`src/rtl/relu_backprop_delta_pkg.sv`:
```
// Shared definitions for the ReLU backprop delta block and its FP16 multiplier.
//   - FP16 field widths, bias and the special encodings used by the datapath
//   - FSM state encoding for the vector controller
//   - stage register structs for the 3-stage FP16 multiplier
package relu_backprop_delta_pkg;

   localparam int EXP_W    = 5;
   localparam int MAN_W    = 10;
   localparam int EXP_BIAS = 15;

   localparam logic [15:0] FP16_ONE     = 16'h3C00;
   localparam logic [15:0] FP16_POS_INF = 16'h7C00;
   localparam logic [15:0] FP16_QNAN    = 16'h7E00;

   typedef enum logic [1:0] {
      IDLE  = 2'd0,
      RUN   = 2'd1,
      DRAIN = 2'd2,
      DONE  = 2'd3
   } state_e;

   // Operand classification is folded into three mutually exclusive result
   // flags; when none is set the significand product decides the result.
   typedef struct packed {
      logic                sign;
      logic                nan;
      logic                inf;
      logic                zero;
      logic [6:0]          exp;   // ea+eb-bias, two's complement
      logic [MAN_W:0]      ma;    // hidden 1 included
      logic [MAN_W:0]      mb;
   } s1_t;

   typedef struct packed {
      logic                sign;
      logic                nan;
      logic                inf;
      logic                zero;
      logic [6:0]          exp;
      logic [2*MAN_W+1:0]  prod;
   } s2_t;

endpackage

```
`src/rtl/relu_backprop_delta_mul.sv`:
```
// fp16_mul_pipe: general 3-stage IEEE binary16 multiplier.
//   clk, rst_n : clock, async active-low reset (clears stage contents)
//   en         : stage enable; all stages shift together when high
//   vin, a, b  : input valid and operands
//   y, vout    : registered product and its valid
// Stage 1 classifies/unpacks, stage 2 multiplies significands, stage 3
// normalizes, rounds to nearest-even and packs. Subnormals flush to zero,
// both on input and on output.
module fp16_mul_pipe
   import relu_backprop_delta_pkg::*;
(
   input  logic        clk,
   input  logic        rst_n,
   input  logic        en,
   input  logic        vin,
   input  logic [15:0] a,
   input  logic [15:0] b,
   output logic [15:0] y,
   output logic        vout
);

   localparam int STAGES = 3;

   s1_t               s1_d, s1_q;
   s2_t               s2_d, s2_q;
   logic [15:0]       y_d, y_q;
   logic [STAGES:1]   vld_pipe_d, vld_pipe_q;

   // ---------------- stage 1: classify + exponent sum ----------------
   logic [EXP_W-1:0] ea, eb;
   logic [MAN_W-1:0] fa, fb;
   logic a_nan, b_nan, a_inf, b_inf, a_zero, b_zero;

   always_comb begin
      ea     = a[MAN_W +: EXP_W];
      eb     = b[MAN_W +: EXP_W];
      fa     = a[MAN_W-1:0];
      fb     = b[MAN_W-1:0];
      a_nan  = (&ea) && (|fa);
      b_nan  = (&eb) && (|fb);
      a_inf  = (&ea) && !(|fa);
      b_inf  = (&eb) && !(|fb);
      // exponent field 0 covers both true zero and flushed subnormals
      a_zero = (ea == '0);
      b_zero = (eb == '0);

      s1_d      = '0;
      s1_d.sign = a[15] ^ b[15];
      s1_d.nan  = a_nan | b_nan | (a_inf & b_zero) | (b_inf & a_zero);
      s1_d.inf  = (a_inf | b_inf) & ~s1_d.nan;
      s1_d.zero = (a_zero | b_zero) & ~s1_d.nan & ~s1_d.inf;
      s1_d.exp  = 7'(ea) + 7'(eb) - 7'(EXP_BIAS);
      s1_d.ma   = {1'b1, fa};
      s1_d.mb   = {1'b1, fb};
   end

   // ---------------- stage 2: significand product ----------------
   always_comb begin
      s2_d      = '0;
      s2_d.sign = s1_q.sign;
      s2_d.nan  = s1_q.nan;
      s2_d.inf  = s1_q.inf;
      s2_d.zero = s1_q.zero;
      s2_d.exp  = s1_q.exp;
      s2_d.prod = (2*MAN_W+2)'(s1_q.ma) * (2*MAN_W+2)'(s1_q.mb);
   end

   // ---------------- stage 3: normalize, round, pack ----------------
   logic signed [7:0] e_n, e_r;
   logic [MAN_W-1:0]  man;
   logic [MAN_W:0]    man_r;
   logic              g, s, rnd;

   always_comb begin
      e_n = $signed({s2_q.exp[6], s2_q.exp});
      if (s2_q.prod[2*MAN_W+1]) begin
         // product in [2,4): shift right one, bump exponent
         man = s2_q.prod[2*MAN_W   -: MAN_W];
         g   = s2_q.prod[MAN_W];
         s   = |s2_q.prod[MAN_W-1:0];
         e_n = e_n + 8'sd1;
      end else begin
         man = s2_q.prod[2*MAN_W-1 -: MAN_W];
         g   = s2_q.prod[MAN_W-1];
         s   = |s2_q.prod[MAN_W-2:0];
      end
      rnd   = g & (s | man[0]);
      man_r = {1'b0, man} + (MAN_W+1)'(rnd);
      // carry out of the mantissa leaves man_r[9:0] == 0, i.e. 1.0 x 2^(e+1)
      e_r   = e_n + (man_r[MAN_W] ? 8'sd1 : 8'sd0);

      if (s2_q.nan)
         y_d = FP16_QNAN;
      else if (s2_q.inf)
         y_d = {s2_q.sign, FP16_POS_INF[14:0]};
      else if (s2_q.zero)
         y_d = {s2_q.sign, 15'h0000};
      else if (e_r >= 8'sd31)
         y_d = {s2_q.sign, FP16_POS_INF[14:0]};
      else if (e_r <= 8'sd0)
         y_d = {s2_q.sign, 15'h0000};
      else
         y_d = {s2_q.sign, e_r[EXP_W-1:0], man_r[MAN_W-1:0]};
   end

   assign vld_pipe_d = {vld_pipe_q[STAGES-1:1], vin};

   always_ff @(posedge clk or negedge rst_n) begin
      if (!rst_n) begin
         s1_q       <= '0;
         s2_q       <= '0;
         y_q        <= '0;
         vld_pipe_q <= '0;
      end else if (en) begin
         s1_q       <= s1_d;
         s2_q       <= s2_d;
         y_q        <= y_d;
         vld_pipe_q <= vld_pipe_d;
      end
   end

   assign y    = y_q;
   assign vout = vld_pipe_q[STAGES];

endmodule

```
`src/rtl/relu_backprop_delta.sv`:
```
// relu_backprop_delta: delta = err x ReLU'(z) over one vector of LEN elements.
//   start              : one-cycle pulse, begins a vector (IDLE only)
//   err_in, prime_in   : FP16 operand pair, qualified by in_valid/in_ready
//   delta_out          : FP16 product, qualified by out_valid/out_ready
//   busy               : vector in progress (RUN or DRAIN)
//   done               : one-cycle pulse after the last result handshakes
// The multiplier stalls as a whole whenever the output is held, so
// input acceptance is gated by the same advance signal.
module relu_backprop_delta
   import relu_backprop_delta_pkg::*;
#(
   parameter int LEN   = 64,
   parameter int CNT_W = 7
) (
   input  logic        clk,
   input  logic        rst_n,
   input  logic        start,
   input  logic [15:0] err_in,
   input  logic [15:0] prime_in,
   input  logic        in_valid,
   output logic        in_ready,
   output logic [15:0] delta_out,
   output logic        out_valid,
   input  logic        out_ready,
   output logic        busy,
   output logic        done
);

   localparam logic [CNT_W-1:0] LEN_C = CNT_W'(LEN);

   state_e           state_d, state_q;
   logic [CNT_W-1:0] acc_cnt_d, acc_cnt_q;
   logic [CNT_W-1:0] out_cnt_d, out_cnt_q;
   logic             adv, acc, hs;

   assign adv      = !(out_valid && !out_ready);
   assign in_ready = (state_q == RUN) && (acc_cnt_q < LEN_C) && adv;
   assign acc      = in_valid && in_ready;
   assign hs       = out_valid && out_ready;

   always_comb begin
      state_d   = state_q;
      acc_cnt_d = acc_cnt_q;
      out_cnt_d = out_cnt_q;
      case (state_q)
         IDLE: begin
            if (start) begin
               state_d   = RUN;
               acc_cnt_d = '0;
               out_cnt_d = '0;
            end
         end
         RUN: begin
            if (acc) acc_cnt_d = acc_cnt_q + CNT_W'(1);
            if (hs)  out_cnt_d = out_cnt_q + CNT_W'(1);
            if (acc_cnt_d == LEN_C) state_d = DRAIN;
         end
         DRAIN: begin
            if (hs) out_cnt_d = out_cnt_q + CNT_W'(1);
            if (out_cnt_d == LEN_C) state_d = DONE;
         end
         DONE:    state_d = IDLE;
         default: state_d = IDLE;
      endcase
   end

   always_ff @(posedge clk or negedge rst_n) begin
      if (!rst_n) begin
         state_q   <= IDLE;
         acc_cnt_q <= '0;
         out_cnt_q <= '0;
      end else begin
         state_q   <= state_d;
         acc_cnt_q <= acc_cnt_d;
         out_cnt_q <= out_cnt_d;
      end
   end

   fp16_mul_pipe u_mul (
      .clk   (clk),
      .rst_n (rst_n),
      .en    (adv),
      .vin   (acc),
      .a     (err_in),
      .b     (prime_in),
      .y     (delta_out),
      .vout  (out_valid)
   );

   assign busy = (state_q == RUN) || (state_q == DRAIN);
   assign done = (state_q == DONE);

endmodule

```
`config.mk`:
```
export PLATFORM = sky130hd
export DESIGN_NAME = relu_backprop_delta
export DESIGN_NICKNAME = d
export VERILOG_FILES = /design/src/rtl/relu_backprop_delta_pkg.sv /design/src/rtl/relu_backprop_delta_mul.sv /design/src/rtl/relu_backprop_delta.sv
export SDC_FILE = /design/constraint.sdc
export NUM_CORES = 1
export LEC_CHECK = 0
export BUFFER_PORTS_ARGS = -buffer_cell sky130_fd_sc_hd__buf_2
export CORE_MARGIN = 8
export CORE_UTILIZATION = 30
export DETAILED_ROUTE_END_ITERATION = 16
export PLACE_DENSITY = 0.51
export SYNTH_ARGS = -nofsm -noshare
export SYNTH_HDL_FRONTEND = slang
export SYNTH_HIERARCHICAL = 1
export SYNTH_SLANG_ARGS = --single-unit
```
`constraint.sdc`:
```
create_clock -name clk -period 6.4 [get_ports clk]
set_input_delay 0.96 -clock clk [delete_from_list [all_inputs] [get_ports clk]]
set_output_delay 0.96 -clock clk [all_outputs]
set_load 0.005 [all_outputs]
```
==> results.sh <==
export IMPL_antenna_found_initial=2
export IMPL_core_area_sq_mm=0.0323
export IMPL_postSynthAreaPerCell_sq_um=9.46
export IMPL_dr_pass1_iters=5
export IMPL_ys_seq_area_frac=0.256
export IMPL_powerDensity_mw_per_mm2=364
export IMPL_clock_sinks=100
export IMPL_synth_most_common_cell="inv_1"
export IMPL_ys_warn_count=6
export IMPL_yosys_area_top_type_share=0.256
export IMPL_startpoint_type="flop"
export IMPL_grt_use_total=0.123
export IMPL_ys_ff_latch=100
export IMPL_drive_gt1_frac=0.142
export IMPL_wl_per_cell_um=15.3
export IMPL_total_power_mw=3.91
export IMPL_synth_edf_count=0
export IMPL_finalHoldViolCount=0
export IMPL_critical_path_top_delay_family="adder cells"
export IMPL_path_cells="nand2_1 -> fa_1 -> fa_1 -> inv_1 -> fa_1 -> fa_1 -> inv_1 -> fa_1 -> inv_1 -> ha_1 -> nand2_1 -> o21ai_0 -> o22ai_1 -> o31ai_1 -> xor2_1 -> mux2_2"
export IMPL_die_area_sq_mm=0.0386
export IMPL_vias=7268
export IMPL_yosys_most_used_dff="dfrtp_1"
export IMPL_chipWidth_um=197
export IMPL_syn_nets=1231
export IMPL_area_growth_pct=9.83
export IMPL_cts_setup_buffers=0
export IMPL_clk_path_buf_depth=2
export IMPL_min_period_over_period=0.857
export IMPL_dpl_hpwl_um=17800
export IMPL_root_buffer="clkbuf_16"
export IMPL_setup_violations=0
export IMPL_syn_area_sq_mm=0.00978
export IMPL_post_cts_resized=0
export IMPL_max_slew_margin=0.253
export IMPL_slew_violations=0
export IMPL_tightestPinTransition_ps=1110
export IMPL_ctsHoldBuffers=0
export IMPL_peakVddDrop_mv=0.280
export IMPL_skew_ps=12.0
export IMPL_maxCapViolCount=0
export IMPL_drt_first_iter_violations=303
export IMPL_die_y_um=197
export IMPL_arrival_ps=5730
export IMPL_vias_per_cell=4.83
export IMPL_worstSkewPairLatency_ps=360
export IMPL_fin_crit_ps=5480
export IMPL_timing_fmax_mhz=182
export IMPL_grt_max_degree=84
export IMPL_ys_types=80
export IMPL_grt_setup_unrepaired="false"
export IMPL_synthTopCellsByArea="dfrtp_1 26%, fa_1 17%, ha_1 10%, mux2_2 5.5%, inv_1 4.9%"
export IMPL_initial_utilization=0.303
export IMPL_synth_cells=1033
export IMPL_cp_end_kind="flop"
export IMPL_ioPinCount=57
export IMPL_grt_pass1_vias=7469
export IMPL_synth_commonest_cells="127 x inv_1, 111 x nand2_1, 100 x dfrtp_1, 81 x fa_1, 80 x ha_1"
export IMPL_slowest_delay_ps=640
export IMPL_overflow=0
export IMPL_cts_tree="yes"
export IMPL_p_leak_nw=5.08
export IMPL_crit_path_frequent_cell="fa_1"
export IMPL_routed_wl_um=22900
export IMPL_htree_levels=3
export IMPL_cp_max_fo=12
export IMPL_required_ps=6650
export IMPL_cp_buffers_inverters=3
export IMPL_diodes=0
export IMPL_outcome="complete, no violations"
export IMPL_io_buffers=56
export IMPL_antenna_violating_nets_post_route=0
export IMPL_synth_largest_area_cell="dfrtp_1"
export IMPL_grt_pass1_wl_um=39000
export IMPL_synth_async_reset_ratio=1.00
export IMPL_fillCellCount=3364
export IMPL_fin_setup_tns_ps=0
export IMPL_rows=66
export IMPL_drcViolationCount=0
export IMPL_hp_class="flop to flop"
export IMPL_final_nets=1255
export IMPL_crit_type="flop to flop"
export IMPL_gp_congestion=0.845
export IMPL_path_clk_slew_ps=80
export IMPL_slowest_stage="dfrtp_1"
export IMPL_numCtsBuffers=9
## stage by stage
step                cell area [sq um]  setup WS (ps)   util  hold WS [ps]  cells
finish                          10700            917  0.333           481   1504
global route                    10700            638  0.333           496   1504
CTS                             10700            961  0.333           487   1504
detailed placement              10400            980  0.323           465   1488
global placement                10400           1050  0.323           460   1488
floorplan                        9780           1250      -           446   1033
## cell type report
| cell class | count | area [sq um] | area share |
|---|---|---|---|
| Clock buffer | 9 | 225 | 0.0210 |
| Clock inverter | 7 | 72.6 | 0.00676 |
| Inverter | 128 | 482 | 0.0449 |
| Tap cell | 442 | 553 | 0.0515 |
| Sequential cell | 100 | 2500 | 0.233 |
| Multi-Input combinational cell | 756 | 6580 | 0.612 |
| Timing Repair Buffer | 62 | 328 | 0.0305 |
## layout by cell type, fill, tap and decap left out, types with 4 or more instances in the layout
master	instances
xor2_1	14
xnor2_1	20
o211ai_1	5
or4_1	4
a311oi_1	5
nor3_1	20
fa_1	81
o41ai_2	8
buf_2	55
clkbuf_16	9
a22o_1	8
o2bb2ai_1	4
buf_4	7
o21a_1	11
a211oi_1	9
o21ai_0	32
nand3b_1	4
nand3_1	18
nand2b_1	8
or3_1	5
nand4_1	5
ha_1	80
and2_1	64
a21o_1	13
nor4_1	11
a21oi_1	26
mux2_2	48
nor3b_1	4
and3_1	5
a31oi_1	5
mux2i_1	12
inv_1	127
nor2b_1	12
dfrtp_1	100
nor2_1	45
o31ai_1	8
nand2_1	111
## registers in the layout (all words and copies together) (netlist names)
register / flops
u_mul/s1_q: 32
acc_cnt_q: 7
out_cnt_q: 7
u_mul/vld_pipe_q: 3
u_mul/y: 16
u_mul/s2_q: 33
state_q: 2
## path summary, 6_finish.rpt
kind,startpoint,slack (ps),cells past startpoint,to
worst max-delay path,u_mul/s1_q[15],920,16,u_mul/s2_q[16]
worst min-delay path,u_mul/y[0],480,2,u_mul/y[0]
worst max register to register,u_mul/s1_q[15],920,16,u_mul/s2_q[16]
worst min register to register,u_mul/y[0],480,2,u_mul/y[0]
max in group asynchronous,rst_n,4590,2,u_mul/s2_q[13]
min in group asynchronous,rst_n,610,1,acc_cnt_q[6]
## power breakdown
group	switching [mW]	total (mW)	internal (mW)
Combinational	1.30	2.42	1.12
Sequential	0.157	0.936	0.779
Clock	0.282	0.557	0.275
Total	1.74	3.91	2.17
## kinds of logic (layout without fill, tap and decap cells)
logic type	Yosys count	after routing	synth area share
AND/OR/NAND/NOR	334	334	0.176
buffers and inverters	177	206	0.0715
AO/OA/AOI/OAI	163	163	0.122
adder cells (fa/ha/maj)	161	161	0.268
flip-flops	100	100	0.256
multiplexers	62	62	0.0714
XOR/XNOR	36	36	0.0344
## per-layer routing
metal  GRT usage  part of all wire  wire length [um]  vias to the layer above
li1            -                 -                 -                     3532
met1       0.168              0.47             10900                     3603
met2       0.201              0.48             10900                      113
met3      0.0256             0.041               941                       16
met4      0.0241            0.0084               193                        4
met5           0            0.0012                27                        -
## worst register-to-register path: stages, from the launching register on
cell and delay (ps):
dfrtp_1 640, nand2_1 140, fa_1 490, fa_1 500, inv_1 60, fa_1 520
fa_1 550, inv_1 50, fa_1 520, inv_1 40, ha_1 380, nand2_1 80
o21ai_0 340, o22ai_1 220, o31ai_1 440, xor2_1 120, mux2_2 280
Note: power is estimated with default switching activity, not from simulation.
